`src/rtl/stream_demux_pkg.sv`:
```
`default_nettype none
// +------------------------------------------------------------------+
// | stream_demux_pkg : shared FSM states and default widths          |
// | Rev 1.0                                                          |
// +------------------------------------------------------------------+
package stream_demux_pkg;

  localparam int DEF_DATA_W = 8;
  localparam int DEF_N_OUT  = 4;

  typedef enum logic [1:0] {
    IDLE = 2'd0,
    FWD  = 2'd1,
    DROP = 2'd2
  } state_t;

endpackage
`default_nettype wire

```
`src/rtl/stream_reg_slice.sv`:
```
`default_nettype none
// +------------------------------------------------------------------+
// | stream_reg_slice : single valid/ready output register stage      |
// | Rev 1.0                                                          |
// +------------------------------------------------------------------+
module stream_reg_slice #(
  parameter int WIDTH = 8
) (
  input  logic             clk,
  input  logic             rst_n,
  input  logic             i_valid,
  output logic             o_ready,
  input  logic [WIDTH-1:0] i_data,
  output logic             o_valid,
  input  logic             i_ready,
  output logic [WIDTH-1:0] o_data
);

  logic             r_valid;
  logic [WIDTH-1:0] r_data;

  // Reload whenever empty or draining this cycle, so a steady stream has no bubbles.
  assign o_ready = !r_valid || i_ready;
  assign o_valid = r_valid;
  assign o_data  = r_data;

  always_ff @(posedge clk) begin
    if (!rst_n) begin
      r_valid <= 1'b0;
      r_data  <= '0;
    end else if (o_ready) begin
      r_valid <= i_valid;
      if (i_valid) begin
        r_data <= i_data;
      end
    end
  end

endmodule
`default_nettype wire

```
`src/rtl/stream_demux_1ton.sv`:
```
`default_nettype none
// +------------------------------------------------------------------+
// | stream_demux_1ton : packet demux, 1 input stream to N_OUT streams |
// | Rev 1.0                                                          |
// +------------------------------------------------------------------+
module stream_demux_1ton
  import stream_demux_pkg::*;
#(
  parameter int DATA_W = DEF_DATA_W,
  parameter int N_OUT  = DEF_N_OUT,
  parameter int SEL_W  = $clog2(N_OUT)
) (
  input  logic              clk,
  input  logic              rst_n,
  input  logic              s_valid,
  output logic              s_ready,
  input  logic [DATA_W-1:0] s_data,
  input  logic [SEL_W-1:0]  s_sel,
  input  logic              s_last,
  output logic [N_OUT-1:0]  m_valid,
  input  logic [N_OUT-1:0]  m_ready,
  output logic [DATA_W-1:0] m_data,
  output logic              m_last,
  output logic              drop_pulse,
  output logic [7:0]        drop_cnt
);

  localparam int              c_SLICE_W = DATA_W + 1 + SEL_W;
  localparam logic [SEL_W:0]  c_N_OUT   = (SEL_W + 1)'(N_OUT);

  state_t             r_state;
  logic [SEL_W-1:0]   r_ch_q;
  logic               r_drop_pulse;
  logic [7:0]         r_drop_cnt;

  logic               w_in_range;
  logic               w_in_xfer;
  logic               w_route;
  logic               w_drop_done;
  logic               w_slice_ready;
  logic               w_out_v;
  logic               w_out_ready;
  logic [SEL_W-1:0]   w_load_ch;
  logic [SEL_W-1:0]   w_out_ch;
  logic [c_SLICE_W-1:0] w_slice_in;
  logic [c_SLICE_W-1:0] w_slice_out;

  assign w_in_range = ({1'b0, s_sel} < c_N_OUT);
  assign s_ready    = rst_n && ((r_state == DROP) || w_slice_ready);
  assign w_in_xfer  = s_valid && s_ready;

  // Only the first beat (IDLE) consults s_sel; later beats follow the latched channel.
  assign w_route    = (r_state == FWD) || ((r_state == IDLE) && w_in_range);
  assign w_load_ch  = (r_state == FWD) ? r_ch_q : s_sel;
  assign w_slice_in = {s_last, w_load_ch, s_data};

  assign w_drop_done = w_in_xfer && s_last &&
                       ((r_state == DROP) || ((r_state == IDLE) && !w_in_range));

  stream_reg_slice #(
    .WIDTH (c_SLICE_W)
  ) u_slice (
    .clk     (clk),
    .rst_n   (rst_n),
    .i_valid (s_valid && rst_n && w_route),
    .o_ready (w_slice_ready),
    .i_data  (w_slice_in),
    .o_valid (w_out_v),
    .i_ready (w_out_ready),
    .o_data  (w_slice_out)
  );

  assign {m_last, w_out_ch, m_data} = w_slice_out;

  for (genvar k = 0; k < N_OUT; k++) begin : g_mvalid
    assign m_valid[k] = w_out_v && (w_out_ch == SEL_W'(k));
  end

  // Only the ready of the channel currently holding the beat matters.
  assign w_out_ready = |(m_valid & m_ready);

  always_ff @(posedge clk) begin
    if (!rst_n) begin
      r_state      <= IDLE;
      r_ch_q       <= '0;
      r_drop_pulse <= 1'b0;
      r_drop_cnt   <= '0;
    end else begin
      r_drop_pulse <= w_drop_done;
      if (w_drop_done && (r_drop_cnt != 8'hFF)) begin
        r_drop_cnt <= r_drop_cnt + 8'd1;
      end
      case (r_state)
        IDLE: begin
          if (w_in_xfer) begin
            if (w_in_range) begin
              r_ch_q <= s_sel;
              if (!s_last) begin
                r_state <= FWD;
              end
            end else if (!s_last) begin
              r_state <= DROP;
            end
          end
        end
        FWD, DROP: begin
          if (w_in_xfer && s_last) begin
            r_state <= IDLE;
          end
        end
        default: r_state <= IDLE;
      endcase
    end
  end

  assign drop_pulse = r_drop_pulse;
  assign drop_cnt   = r_drop_cnt;

endmodule
`default_nettype wire
```
`config.mk`:
```
export PLATFORM = sky130hd
export DESIGN_NAME = stream_demux_1ton
export DESIGN_NICKNAME = d
export VERILOG_FILES = /design/src/rtl/stream_demux_pkg.sv /design/src/rtl/stream_reg_slice.sv /design/src/rtl/stream_demux_1ton.sv
export SDC_FILE = /design/constraint.sdc
export NUM_CORES = 1
export LEC_CHECK = 0
export ABC_CLOCK_PERIOD_IN_PS = 1500
export CORE_ASPECT_RATIO = 1.2
export CORE_MARGIN = 2
export CORE_UTILIZATION = 40
export CTS_CLUSTER_DIAMETER = 30
export DETAILED_ROUTE_END_ITERATION = 8
export GPL_ROUTABILITY_DRIVEN = 0
export PLACE_DENSITY = 0.88
export SYNTH_ARGS = -nofsm -noshare
export SYNTH_HDL_FRONTEND = slang
export SYNTH_SLANG_ARGS = --single-unit
```
`constraint.sdc`:
```
create_clock -name clk -period 1.5 [get_ports clk]
set_input_delay 0.45 -clock clk [delete_from_list [all_inputs] [get_ports clk]]
set_output_delay 0.45 -clock clk [all_outputs]
set_load 0.005 [all_outputs]
```
---- Word-level counts from Yosys, hierarchy flattened ----
Cells that the tools add are included.
storage, ports and cells
  register bits ........................... 25
  input bits .............................. 18
  output and inout port bits .............. 23
operators by class
  $add $sub $neg .......................... 1
  equality and inequality tests ........... 9
  multiplexer cells ....................... 5
  bitwise gates (word level) .............. 1
  reduce and logical (&&, ||, !) cells .... 22
operator list
  operator                                                                count
  1-bit logical AND                                                       11
  8-bit by 1-bit adder with 8-bit output (second input constant)          1
  2-bit two-way mux                                                       4
  8-bit inequality test (second input constant)                           1
  2-bit equality test (second input constant)                             3
  2-bit inequality test (second input constant)                           3
  4-bit AND                                                               1
  2-bit by 1-bit equality test with 1-bit output (second input constant)  2
  2-bit zero test                                                         2
  2-bit case mux with 2 select lines                                      1
  2-bit AND reduction                                                     2
  4-bit OR reduction                                                      1
  1-bit logical OR                                                        3
  3-bit AND reduction                                                     1
  2-bit OR reduction                                                      1
  1-bit zero test                                                         1

---- Logic depth before layout (Yosys ltp) ----
Gate-level depths: netlist of the first run.
  depth after elaboration ................. 11
  mapped depth ............................ 5

---- Cells and area by module ----
A second synthesis of the first run with hierarchy kept.
unflattened totals
  cells, all modules ...................... 89
  area total of the unflattened synthesis .. 770.7 um2
by module, submodules not included
  module             times used  cells each  area an instance (um2)  sequential area each (um2)
  stream_reg_slice   1           52          486.7                   240.2
  stream_demux_1ton  1           37          284.0                   60.1

---- Worst setup path before layout of the first run ----
Ideal clock, no wire load.
  path type ............................... input-to-output
  from .................................... in rst_n
  to ...................................... out s_ready
  arrival ................................. 1.025 ns
  path slack .............................. 0.025 ns
  cell stages on the path ................. 3
  buffers on the path ..................... 1
  cells stage by stage .................... clkbuf_1 -> inv_1 -> a221oi_1
between the ends
  word-level cells in the longest chain between the ends .. 1
ends and longest elaborated chain
  element            RTL line                 text
  start, declared    stream_demux_1ton.sv:14  input logic rst_n,
  1-bit logical AND  stream_demux_1ton.sv:49  assign s_ready = rst_n && ((r_state == DROP) || w_slice_ready);
  end, declared      stream_demux_1ton.sv:16  output logic s_ready,
Every way passes these cells.

---- Worst setup path in the final report of the first run ----
  from .................................... reg u_slice.r_data[9] (netlist: u_slice.o_data[9])
  to ...................................... out s_ready
between the ends
  word-level cells in the longest chain between the ends .. 7
  elaborated cells between the ends (all ways) .. 13
  classes of those cells .................. eq/ne: 3; bitwise: 1; reduce/logical: 9
ends and longest elaborated chain
  element                                                                 RTL line                 text
  start, declared                                                         stream_reg_slice.sv:20   logic [WIDTH-1:0] r_data;
  start signal, assigned                                                  stream_reg_slice.sv:34   r_data <= i_data;
  2-bit by 1-bit equality test with 1-bit output (tied with other cells)  stream_demux_1ton.sv:76  assign m_valid[k] = w_out_v && (w_out_ch == SEL_W'(k));
  1-bit logical AND                                                       stream_demux_1ton.sv:76
  4-bit AND *                                                             stream_demux_1ton.sv:80  assign w_out_ready = |(m_valid & m_ready);
  4-bit OR reduction *                                                    stream_demux_1ton.sv:80
  1-bit logical OR *                                                      stream_reg_slice.sv:23   assign o_ready = !r_valid || i_ready;
  1-bit logical OR *                                                      stream_demux_1ton.sv:49
  1-bit logical AND *                                                     stream_demux_1ton.sv:49
Every way passes the cells marked *; elsewhere a longest branch is shown, timed or not.

==> results.txt, run 1 <==
----------------------------------------------------
[STA]
  Final-layout setup total negative slack ... -1.75 ns
  Number of slew-limit violations in the final report ... 0
  Final worst path period share ... 1.14
  RSZ-0062 raised after global routing ... true
  Final number of hold-violating endpoints ... 0
  Setup WS post-layout ... -0.214 ns
  Final setup violation count ... 18
  Fmax ... 0.584 GHz
  Final Critical Period ... 1.71 ns
  Post-Route Skew ... 0.00604 ns

[Critical path]
  CP Data Required Time ... 1.05 ns
  Critical Path Sink Type ... primary output
  CP startpoint kind ... flip-flop
  Slowest library cell on the worst path ... dfxtp_4
  Cells traversed along the worst timing path ... buf_6, mux2i_2, a221oi_2, buf_2
  Category of cells accounting for the largest share of critical-path delay ... flip-flops
  Minimum setup slack among reg-to-reg paths ... -0.10 ns
  First element of the critical path ... u_slice.o_data[9]
  Setup Crit Path Kind ... flip-flop to primary output
  Biggest fanout along the worst timing path ... 2
  Endpoint arrival time on the critical path ... 1.26 ns
  Crit path buf inv count ... 2
  Slowest cell delay on critical path ... 0.35 ns
  Startpoint of the most critical register-to-register path ... u_slice.o_data[9]

[Global routing]
  Maximum number of pins on one net before global-route repair ... 29
  Busiest layer in global routing ... met2
  Congestion Overflow GR ... 0
  Fraction of met1 tracks used by global routing ... 0.193
  Vias in the first global route ... 812
  Met2 Track Usage GR ... 0.329
  Global-route track usage on met3 ... 0.0422
  Overall fraction of global-route tracks in use ... 0.189
  Number of antenna violations at the first check in global routing ... 0
  First-pass GRT wire length ... 3620 microns

[Outcome]
  Run status ... complete, but fails checks
  Failing checks ... negative setup slack

[CTS]
  CTS tree ... done
  Clock-pin slew of the registers on the worst-case setup and hold paths ... 0.09 ns
  Clock Sink Count ... 15
  Total CTS buffers ... 3
  Clock insertion delay at the later pin of the skew report ... 0.28 ns
  Number of levels the H-tree was split into ... 1
  Longest Clk Path Bufs ... 2
  Clock Tree Root ... clkbuf_4
  Number of hold buffers added after CTS ... 0

[Layout]
  Area grow syn2layout ... 50.4%
  Fin cells ... 170
  Layout cells sized above 1 ... 0.350
  Commonest cells after routing, fill and taps aside ... nand2_1, mux2i_1, dlygate4sd2_1
  Diode insertion count for antenna repair ... 0
  Final-stage net count ... 159
  Leading cell type in the layout, fill and taps excluded ... nand2_1

[Floorplanning]
  Horizontal die dimension ... 47.0 microns
  Overall die area ... 2620 sq um
  Core region area ... 2070 sq um
  Cell Rows ... 18
  Num ports ... 41
  Vertical die dimension ... 55.6 microns
  Effective utilization at floorplan ... 0.429

[Job]
  Max-cap violations ... 0

[Route]
  Remaining antenna violation count ... 0
  Vias per std cell ... 4.76
  Violation count after the first detailed-routing iteration ... 4
  Initial DRT Pass Iterations ... 4
  Aggregate routed wire length ... 2240 microns
  DR WL/cell ... 13.2 microns
  Vias after detailed routing ... 809
  Remaining DRCs ... 0

[Place]
  Dpl hpwl ... 1460 microns
  DP Cell Count ... 162
  Count of input and output buffers ... 31

[Yosys]
  Mean instance size in the synthesized netlist ... 8.71 sq um
  Synthesis Warnings ... 0
  Distinct cell type count after synthesis ... 18
  Cell area after technology mapping ... 888 sq um
  FF+latch count, synth ... 15
  Register area share after synthesis ... 0.338
  Cells after Synth ... 102

[Power]
  Leak pwr ... 0.632 nW
  Power share of the sequential group ... 0.463
  Internal power contribution ... 0.706 mW
  P per Cell Area ... 728 nW/um^2
  Clk network pwr share ... 0.231
  Combinational Power Share ... 0.307
  Peak supply drop ... 0.514 mV
  Switching power ... 0.267 mW
  Switching fraction of total power ... 0.275

[Min path]
  Type of the worst min-delay path ... flip-flop to flip-flop
  Worst Min Path Start ... u_slice.o_data[6]

----------------------------------------------------
==> repair_timing <==
action	4_1_cts	5_1_grt
endpoints found under the hold margin	0	0
gates resized for setup	61	4
gates cloned	1	0
pin swaps	6	3
setup buffers	3	1
endpoints found under the setup margin	26	19
==> cell usage after synthesis (all sizes together) <==
| cell | instances | share of area |
|---|---|---|
| and2 | 2 | 0.014 |
| and3 | 1 | 0.0070 |
| buf | 19 | 0.17 |
| dfxtp | 15 | 0.34 |
| clkbuf | 3 | 0.013 |
| nand2 | 28 | 0.12 |
| mux2i | 16 | 0.18 |
| o221a | 1 | 0.013 |
| inv | 1 | 0.0042 |
| nand2b | 3 | 0.021 |
| conb | 1 | 0.0042 |
| mux2 | 4 | 0.059 |
| nor2b | 1 | 0.0070 |
| nor2 | 3 | 0.013 |
| o221ai | 1 | 0.0099 |
| a221oi | 3 | 0.030 |
==> worst min-delay path: stages (launching register included) <==
cell and delay [ns]:
dfxtp_2 0.33, nand2_1 0.05, mux2i_1 0.05
==> sequential cells by signal, indices dropped and copies added (netlist names) <==
| signal | count |
|---|---|
| r_ch_q | 2 |
| r_state | 1 |
| u_slice.o_data | 11 |
| u_slice.o_valid | 1 |
==> metrics by stage <==
step | cell area [sq um] | total power [mW] | setup WS [ns] | utilization | hold WS [ns]
2_1_floorplan | 918 | 0.611 | 0.0247 | - | 0.431
3_3_place_gp | 1210 | 0.711 | -0.790 | 0.586 | 0.441
3_5_place_dp | 1210 | 0.721 | -0.807 | 0.586 | 0.450
4_1_cts | 1310 | 0.968 | -0.218 | 0.630 | 0.457
5_1_grt | 1340 | 1.04 | -0.295 | 0.645 | 0.474
6_report | 1340 | 0.973 | -0.214 | 0.645 | 0.455
==> layer usage <==
metal  wire, microns  share of wire
met1             845           0.38
met2            1230           0.55
met5               0              0
met3             139          0.062
met4              23          0.010
==> logic make-up after synthesis <==
kind of cell,share of synthesized area
compound gates,0.0521
buf+inv,0.186
flops,0.338
mux,0.239
other cells,0.00422
simple gates,0.180
==> power by group through the flow <==
stage / Combinational [mW] / Clock [mW] / Sequential, mW
after floorplan: 0.160 / 0 / 0.451
after global placement: 0.257 / 0 / 0.454
after detailed placement: 0.265 / 0 / 0.456
after CTS: 0.281 / 0.237 / 0.450
after global routing: 0.323 / 0.260 / 0.454
final: 0.298 / 0.224 / 0.450
==> path summary, 6_finish.rpt <==
path                       end  cells after the start
min          u_slice.o_data[6]                      2
max reg2reg  u_slice.o_data[0]                      6
min reg2reg  u_slice.o_data[6]                      2
max                    s_ready                      4
==> layout make-up <==
class	count	area (sq um)
clock buffers	4	26.3
repair buffers	47	413
well taps	30	37.5
multi-input cells	73	538
flip-flops and latches	15	318
inverters	1	3.75
fillers	184	736
No activity file was read; power rests on OpenSTA's default activity.
==> inputs of run 2 (changes only) <==
--- a/config.mk
+++ b/config.mk
@@ -9,6 +9,7 @@
 export CORE_ASPECT_RATIO = 1.2
 export CORE_MARGIN = 2
 export CORE_UTILIZATION = 40
+export CTS_BUF_LIST = sky130_fd_sc_hd__clkbuf_8 sky130_fd_sc_hd__clkbuf_16
 export CTS_CLUSTER_DIAMETER = 30
 export DETAILED_ROUTE_END_ITERATION = 8
 export GPL_ROUTABILITY_DRIVEN = 0
==> results.txt, run 2 (synthesis gave the netlist of run 1 again) <==
----------------------------------------------------
[Power]
  Switching fraction of total power ... 0.249 (-0.0253)
  Leak pwr ... 0.624 nW (-1.2%)
  Peak supply drop ... 0.511 mV (-0.71%)
  Clk network pwr share ... 0.299 (+0.068)
  Combinational Power Share ... 0.262 (-0.045)
  Power share of the sequential group ... 0.439 (-0.024)
  Internal power contribution ... 0.770 mW (+9.1%)
  P per Cell Area ... 795 nW/um^2 (+9.1%)
  Switching power ... 0.256 mW (-4.2%)

[CTS]
  Clock Tree Root ... clkbuf_8
  Longest Clk Path Bufs ... 2 (unchanged)
  Total CTS buffers ... 3 (unchanged)
  Clock Sink Count ... 15 (unchanged)
  Clock insertion delay at the later pin of the skew report ... 0.24 ns (-0.04 ns)
  Number of levels the H-tree was split into ... 1 (unchanged)
  Clock-pin slew of the registers on the worst-case setup and hold paths ... 0.06 ns (-0.03 ns)
  CTS tree ... done

[Outcome]
  Run status ... complete, but fails checks
  Failing checks ... negative setup slack

[Job]
  Max-cap violations ... 0 (unchanged)

[Route]
  Remaining DRCs ... 0 (unchanged)
  Initial DRT Pass Iterations ... 4 (unchanged)
  Aggregate routed wire length ... 1980 microns (-12%)
  DR WL/cell ... 11.9 microns (-10%)
  Violation count after the first detailed-routing iteration ... 2 (-2)
  Vias per std cell ... 4.66 (-2.0%)
  Remaining antenna violation count ... 0 (unchanged)
  Vias after detailed routing ... 779 (-3.7%)

[Place]
  Dpl hpwl ... 1460 microns (unchanged)
  Count of input and output buffers ... 31 (unchanged)
  DP Cell Count ... 162 (unchanged)

[Critical path]
  Slowest library cell on the worst path ... dfxtp_4
  CP startpoint kind ... flip-flop
  Category of cells accounting for the largest share of critical-path delay ... flip-flops
  Cell depth of the worst flop-to-flop path ... 5 (-1)
  CP Data Required Time ... 1.05 ns (about the same)
  Critical Path Sink Type ... primary output
  Depth of the critical timing path with buffers and inverters included ... 3 (-1)
  Setup Crit Path Kind ... flip-flop to primary output
  Biggest fanout along the worst timing path ... 4 (+2)
  Cells traversed along the worst timing path ... mux2i_1, a221oi_2, buf_2
  Crit path buf inv count ... 1 (-1)
  Endpoint arrival time on the critical path ... 1.14 ns (-0.12 ns)
  Slowest cell delay on critical path ... 0.36 ns (about the same)

[STA]
  Final number of hold-violating endpoints ... 0 (unchanged)
  Final setup violation count ... 1 (-17)
  Final worst path period share ... 1.06 (-0.0802)
  RSZ-0062 raised after global routing ... true
  Fmax ... 0.628 GHz (+7.6%)
  Final Critical Period ... 1.59 ns (-0.120 ns)
  Setup WS post-layout ... -0.0933 ns (+0.120 ns)
  Number of slew-limit violations in the final report ... 0 (unchanged)
  Post-Route Skew ... 0.00185 ns (-0.00419 ns)

[Min path]
  Min-Delay Path Depth ... 2 (unchanged)
  Type of the worst min-delay path ... flip-flop to flip-flop

[Floorplanning]
  Vertical die dimension ... 55.6 microns (unchanged)
  Horizontal die dimension ... 47.0 microns (unchanged)
  Core region area ... 2070 sq um (unchanged)
  Overall die area ... 2620 sq um (unchanged)
  Num ports ... 41 (unchanged)
  Cell Rows ... 18 (unchanged)
  Effective utilization at floorplan ... 0.429 (unchanged)

[Layout]
  Layout cells sized above 1 ... 0.285 (-0.0653)
  Area grow syn2layout ... 45.4%
  Fin cells ... 167 (-1.8%)
  Diode insertion count for antenna repair ... 0 (unchanged)
  Number of flip-flops under the largest register name ... 11 (unchanged)
  Final design utilization ... 0.623 (-0.0217)
  Leading cell type in the layout, fill and taps excluded ... nand2_1
  Final-stage net count ... 156 (-1.9%)
  Commonest cells after routing, fill and taps aside ... nand2_1, mux2i_1, clkdlybuf4s50_1, buf_4, dfxtp_1

[Global routing]
  First-pass GRT wire length ... 3110 microns (-14%)
  Overall fraction of global-route tracks in use ... 0.161 (-0.0280)
  Maximum number of pins on one net before global-route repair ... 29 (unchanged)
  Number of antenna violations at the first check in global routing ... 0 (unchanged)
  Congestion Overflow GR ... 0 (unchanged)
  Vias in the first global route ... 732 (-9.9%)

----------------------------------------------------
## run 2: cell types whose count changed in the layout (fill, tap and decap cells not counted), moves of 2 or more
cell	change
clkbuf_4	-3
dfxtp_2	-7
dfxtp_1	+7
and2_1	-2
dlygate4sd2_1	-4
clkbuf_8	+3
buf_6	-5
clkdlybuf4s15_1	+4
and2_4	+2
## run 2: what timing repair did
item / 4_1_cts / 5_1_grt
pin swaps: 3 / 2
endpoints found under the setup margin: 26 / 15
resized for setup: 49 / 6
gates cloned: 0 / 0
hold buffers: 0 / 0
setup buffers: 1 / 0
## run 2: worst paths after layout
path                                   startpoint                end  slack [ns]
worst min-delay path            u_slice.o_data[6]  u_slice.o_data[6]        0.46
worst min register to register  u_slice.o_data[6]  u_slice.o_data[6]        0.46
worst max register to register  u_slice.o_data[9]  u_slice.o_data[3]        0.03
worst max-delay path            u_slice.o_data[9]            s_ready       -0.09
## run 2: per-layer routing
metal  global-route usage  vias to the layer above  share of wire
met4               0.0556                        0         0.0081
met3               0.0325                        2          0.070
met1                0.177                      359           0.38
li1                     -                      381              -
met2                0.288                       37           0.54
met5                    0                        -              0
## run 2: layout make-up
class	instances	area [sq um]
Sequential cell	15	309
Fill cell	198	781
Inverter	1	3.75
Clock buffer	3	41.3
Clock inverter	1	3.75
Multi-Input combinational cell	72	502
Tap cell	30	37.5
Timing Repair Buffer	45	394
## run 2: worst reg2reg max path, delay by kind of cell, from the launching register on
family | cells | cell delay, ns
AO/OA/AOI/OAI | 1 | 0.28
multiplexers | 2 | 0.43
buffers and inverters | 2 | 0.30
flip-flops | 1 | 0.36
## run 2: stage by stage
| stage | hold slack (ns) | instance area, sq um | TNS (ns) | worst slack, ns | power, mW |
|---|---|---|---|---|---|
| after floorplan | 0.431 | 918 | 0 | 0.0247 | 0.611 |
| after global placement | 0.441 | 1210 | -5.68 | -0.790 | 0.711 |
| after detailed placement | 0.450 | 1210 | -6.12 | -0.807 | 0.721 |
| after CTS | 0.457 | 1270 | -0.101 | -0.0666 | 1.03 |
| after global routing | 0.472 | 1290 | -0.285 | -0.155 | 1.09 |
| final | 0.456 | 1290 | -0.0933 | -0.0933 | 1.03 |
## run 2: power groups by stage
stage          Clock [mW]  Sequential [mW]  Combinational (mW)
6_report            0.307            0.451               0.269
5_1_grt             0.339            0.454               0.293
4_1_cts             0.319            0.449               0.259
3_5_place_dp            0            0.456               0.265
3_3_place_gp            0            0.454               0.257
2_1_floorplan           0            0.451               0.160
==> edit 1, RTL diff (config.mk and constraints of run 2) <==
Encoding of `state_t`: now one-hot (3 bits for 3 states).
--- a/src/rtl/stream_demux_pkg.sv
+++ b/src/rtl/stream_demux_pkg.sv
@@ -8,10 +8,10 @@
   localparam int DEF_DATA_W = 8;
   localparam int DEF_N_OUT  = 4;
 
-  typedef enum logic [1:0] {
-    IDLE = 2'd0,
-    FWD  = 2'd1,
-    DROP = 2'd2
+  typedef enum logic [2:0] {
+    IDLE = 3'b001,
+    FWD  = 3'b010,
+    DROP = 3'b100
   } state_t;
 
 endpackage
Behaviour: no difference found for any inputs over 10 cycles, from zero or initial values and one cycle with rst_n low; not proved beyond that.
==> edit 1 against run 2 <==
The flow still finishes with violations (setup timing). Total power is 17% higher. Core utilization is 4.3 points higher. Setup slack got worse by 0.14 ns. Synthesized area is 6.2% higher. Sequential cell count rose by 1. Routed wire length increased by 45%. Sequential power is 5.1% higher. Design area grew 17%. First-iteration DRC count rose to 18 times the old value.
==> edit 1: results (changes against run 2) <==
synth top area cells=dfxtp_1 34%, buf_4 14%, a21oi_1 7.4%; WL/cell=16.1 µm (+36%); vias in the first global route=965 (+32%); Hold Path Class=flip-flop to flip-flop; Fin Setup TNS=-3.14 ns (-3.05 ns); H-tree depth=1 (unchanged); final worst slack=-0.229 ns (-0.136 ns); gr usage total=0.217 (+0.0559); Critical Path Fanout Max=3 (-1); mux contribution to synthesized area=0.0716 (-0.168); Max Root-Sink Buffers=2 (unchanged); status=finished, violations left; DP Cell Count=170 (+4.9%); CTS Buf Count=3 (unchanged); post-synth cell types=27 (+9); antenna violations before repair=0 (unchanged); Post-CTS Setup Bufs=4 (+3); Adder-Cell Fraction of Synth Area=0.0265 (+0.0265); FFs w/ async S/R, synth=0 (unchanged); Reg2Reg Depth=8 (+3); share of the synthesized area in the top cell type=0.340 (+0.00149); synth cell count leaders=18 x buf_4, 16 x dfxtp_1, 14 x a21oi_1; layout cells sized above 1=0.399 (+0.114); DP Worst Slack=-0.880 ns (-0.0736 ns); DP Wirelength=1.76 mm (+20%); port bufs=31 (unchanged); LEAKAGE=0.647 nW (+3.6%); worst skew pair latency=0.25 ns; clk slew on worst S/H paths=0.06 ns (about the same); max reg flops=11 (unchanged); Max VDD drop=0.652 mV (+28%); WP data arrival=1.28 ns (+0.14 ns); first-pass GRT wire length=4.67 mm (+50%); DR vias/cell=5.50 (+18%); setup violators final=19 (+18); post-synthesis compound-gate area fraction=0.233 (+0.181); failing checks=setup timing; clk_skew=0.000521 ns (-0.00133 ns); largest net degree at the start of global routing=10 (-66%); Post-Syn Instances=107 (+4.9%); Clock Tree Root=clkbuf_8; Switching Share=0.286 (+0.0372); first-pass iteration count of the detailed router=4 (unchanged); Hold Path Stages=2 (unchanged); synth warn=0 (unchanged); Vias=984 (+26%); Ant. Diodes=0 (unchanged); post-CTS sizing=62 (+27%); drt first-iter violations=35 (+33); register area share after synthesis=0.340 (+0.00149); XOR/XNOR share of the synthesized area=0 (unchanged); Area after DPL=1290 µm² (+6.0%)
[edit 1: cell count changes in the layout (fill, tap and decap cells not counted), sizes merged, moves of 3 or more]
cell         delta
nand3           +9
dlygate4sd2     +4
nand2b          -3
nand2          -24
o21ai          +10
a21oi          +14
mux2i          -10
buf             +3
mux2            -4
inv             +3
[edit 1: final timing paths]
| path | startpoint | endpoint | slack, ns |
|---|---|---|---|
| worst max-delay path | u_slice.o_data[8] | s_ready | -0.23 |
| worst min-delay path | u_slice.o_data[3] | u_slice.o_data[3] | 0.48 |
| worst max register to register | u_slice.o_data[8] | u_slice.o_data[2] | -0.21 |
| worst min register to register | u_slice.o_data[3] | u_slice.o_data[3] | 0.48 |
[edit 1: area by class of cell]
class,instances,area [µm²]
inverters,5,18.8
clock buffers,4,55.1
multi-input cells,73,598
well taps,31,38.8
repair buffers,50,464
fillers,172,753
flip-flops and latches,16,330
[edit 1: power groups by stage]
stage | combinational, W | clock (W) | sequential, W
after CTS | 0.000309 | 0.000386 | 0.000472
after global routing | 0.000360 | 0.000405 | 0.000477
after global placement | 0.000266 | 0 | 0.000477
final | 0.000336 | 0.000390 | 0.000474
after detailed placement | 0.000277 | 0 | 0.000480
after floorplan | 0.000174 | 0 | 0.000472
[edit 1: worst max-delay path, cell delays in order, from the launching register on]
cell and delay (ns):
dfxtp_4 0.36, buf_6 0.12, nor2b_4 0.11, buf_6 0.10, a22oi_2 0.06, and2_1 0.16
buf_2 0.12
[edit 1: routing by layer]
| metal | up-vias | GRT usage | part of all wire |
|---|---|---|---|
| li1 | 441 | - | - |
| met1 | 471 | 0.227 | 0.35 |
| met2 | 61 | 0.421 | 0.55 |
| met3 | 11 | 0.0262 | 0.071 |
| met4 | 0 | 0.118 | 0.031 |
| met5 | - | 0 | 0 |
==> edit 2, RTL diff (settings of run 2) <==
Without the edit above. `DEF_DATA_W`: 8 -> 6.
--- a/src/rtl/stream_demux_pkg.sv
+++ b/src/rtl/stream_demux_pkg.sv
@@ -5,7 +5,7 @@
 // +------------------------------------------------------------------+
 package stream_demux_pkg;
 
-  localparam int DEF_DATA_W = 8;
+  localparam int DEF_DATA_W = 6;
   localparam int DEF_N_OUT  = 4;
 
   typedef enum logic [1:0] {
Interface: changed (resized m_data and s_data); port bits go from 41 to 37. No check against the original RTL was run, so the function may have changed too.
==> edit 2 against run 2 <==
The flow still finishes with violations (setup timing). Routed wire length decreased by 1.5%. Hold slack got worse by 0.0022 ns. Maximum frequency decreased by 5.8%. Synthesized area decreased by 10%. Non-clock buffer count unchanged. Count of clock-buffer cells in the layout unchanged. Sequential cell count decreased by 2. Total power decreased by 5.7%. Setup slack got worse by 0.098 ns. Design area decreased by 5.5%. Largest power group unchanged. Highest routed layer unchanged.
==> edit 2: results (changes against run 2) <==
synth top area cells=dfxtp_1 33%, mux2i_1 18%, buf_4 14%; Ant. Diodes=0 (unchanged); Critical Path Fanout Max=3 (-1); post-CTS sizing=53 (+8.2%); Fin Setup TNS=-0.396 ns (-0.303 ns); Post-CTS Setup Bufs=8 (+7); reg2reg setup slack=-0.06 ns (-0.09 ns); Reg2Reg Depth=7 (+2); first-pass iteration count of the detailed router=2 (-2); met2 routed WL=1.13 mm (+5.6%); Worst Hold End=u_slice.o_data[1]; failing checks=setup timing; Post-Syn Instances=92 (-9.8%); CP max stage cell=dfxtp_4; CP top delay family=flip-flops; Routed WL=1.95 mm (-1.5%); Hold Path Stages=2 (unchanged); synth cell count leaders=24 x nand2_1, 15 x buf_4, 14 x mux2i_1; largest net degree at the start of global routing=25 (-14%); DR vias/cell=4.87 (+4.4%); DP Cell Count=137 (-15%); FILL cells=165 (-17%); met3 Track Usage GR=0.0375 (+0.00508); origin of the worst min-delay path=u_slice.o_data[1]; clk_skew=0.00547 ns (+0.00362 ns); max reg flops=9 (-2); WL met1=690 µm (-8.4%); final worst slack=-0.191 ns (-0.0980 ns); first-pass GRT wire length=3.13 mm (+0.68%); setup violators final=4 (+3); reg2reg end=r_ch_q[1]; gr usage total=0.188 (+0.0274); DP Wirelength=1.32 mm (-9.7%); status=finished, violations left; WP data arrival=1.24 ns (+0.10 ns); vias in the first global route=743 (+1.5%); Critical Path Source=u_slice.o_data[7]; port bufs=27 (-13%); Final Non-Filler Cells=148 (-11%); Synth Flop Type=dfxtp_1; register area share after synthesis=0.326 (-0.0120); layout cells sized above 1=0.364 (+0.0797); met3 routed WL=98 µm (-29%); met2 global-route usage=0.357 (+0.0698); LEAKAGE=0.603 nW (-3.5%); Max VDD drop=0.524 mV (+2.7%); DP Worst Slack=-0.862 ns (-0.0556 ns); drt first-iter violations=1 (-1); met1 Use GR=0.178 (+0.00172); synth warn=0 (unchanged)
[edit 2: changes by cell type in the layout (fill, tap and decap cells not counted), sizes merged]
cell | before | now
mux2i | 16 | 14
clkdlybuf4s50 | 12 | 10
dfxtp | 15 | 13
dlygate4sd2 | 10 | 12
clkbuf | 3 | 4
nand2 | 28 | 24
buf | 19 | 22
clkdlybuf4s15 | 4 | 0
[edit 2: area by class of cell]
| type | instances | area, µm² | share of cell area |
|---|---|---|---|
| clock buffers | 3 | 41.3 | 0.0338 |
| clock inverters | 1 | 3.75 | 0.00308 |
| inverters | 1 | 3.75 | 0.00308 |
| multi-input cells | 66 | 488 | 0.400 |
| flip-flops and latches | 13 | 269 | 0.221 |
| well taps | 19 | 23.8 | 0.0195 |
| repair buffers | 45 | 390 | 0.320 |
[edit 2: logic make-up (layout without fill, tap and decap cells)]
logic type	count (synthesis)	count (layout)	share of synthesized area
AOI/OAI and AO/OA	5	5	0.0580
muxes	18	18	0.241
DFF	13	13	0.326
buffers and inverters	21	50	0.188
other	1	9	0.00470
and+or+nand+nor	34	34	0.182
[edit 2: through the flow]
step	total power, W	hold slack (ns)	cell area, µm²
3_3_place_gp	0.000617	0.440	1060
6_report	0.000968	0.454	1220
5_1_grt	0.00103	0.479	1220
4_1_cts	0.000968	0.457	1210
2_1_floorplan	0.000538	0.431	828
3_5_place_dp	0.000627	0.445	1060
[edit 2: power breakdown]
group | internal, W | switching, W | total, W | leakage [nW]
clock | 0.000181 | 0.000124 | 0.000304 | 0.0269
combinational | 0.000161 | 0.000113 | 0.000274 | 0.467
sequential | 0.000372 | 0.0000175 | 0.000390 | 0.109
total | 0.000714 | 0.000254 | 0.000968 | 0.603
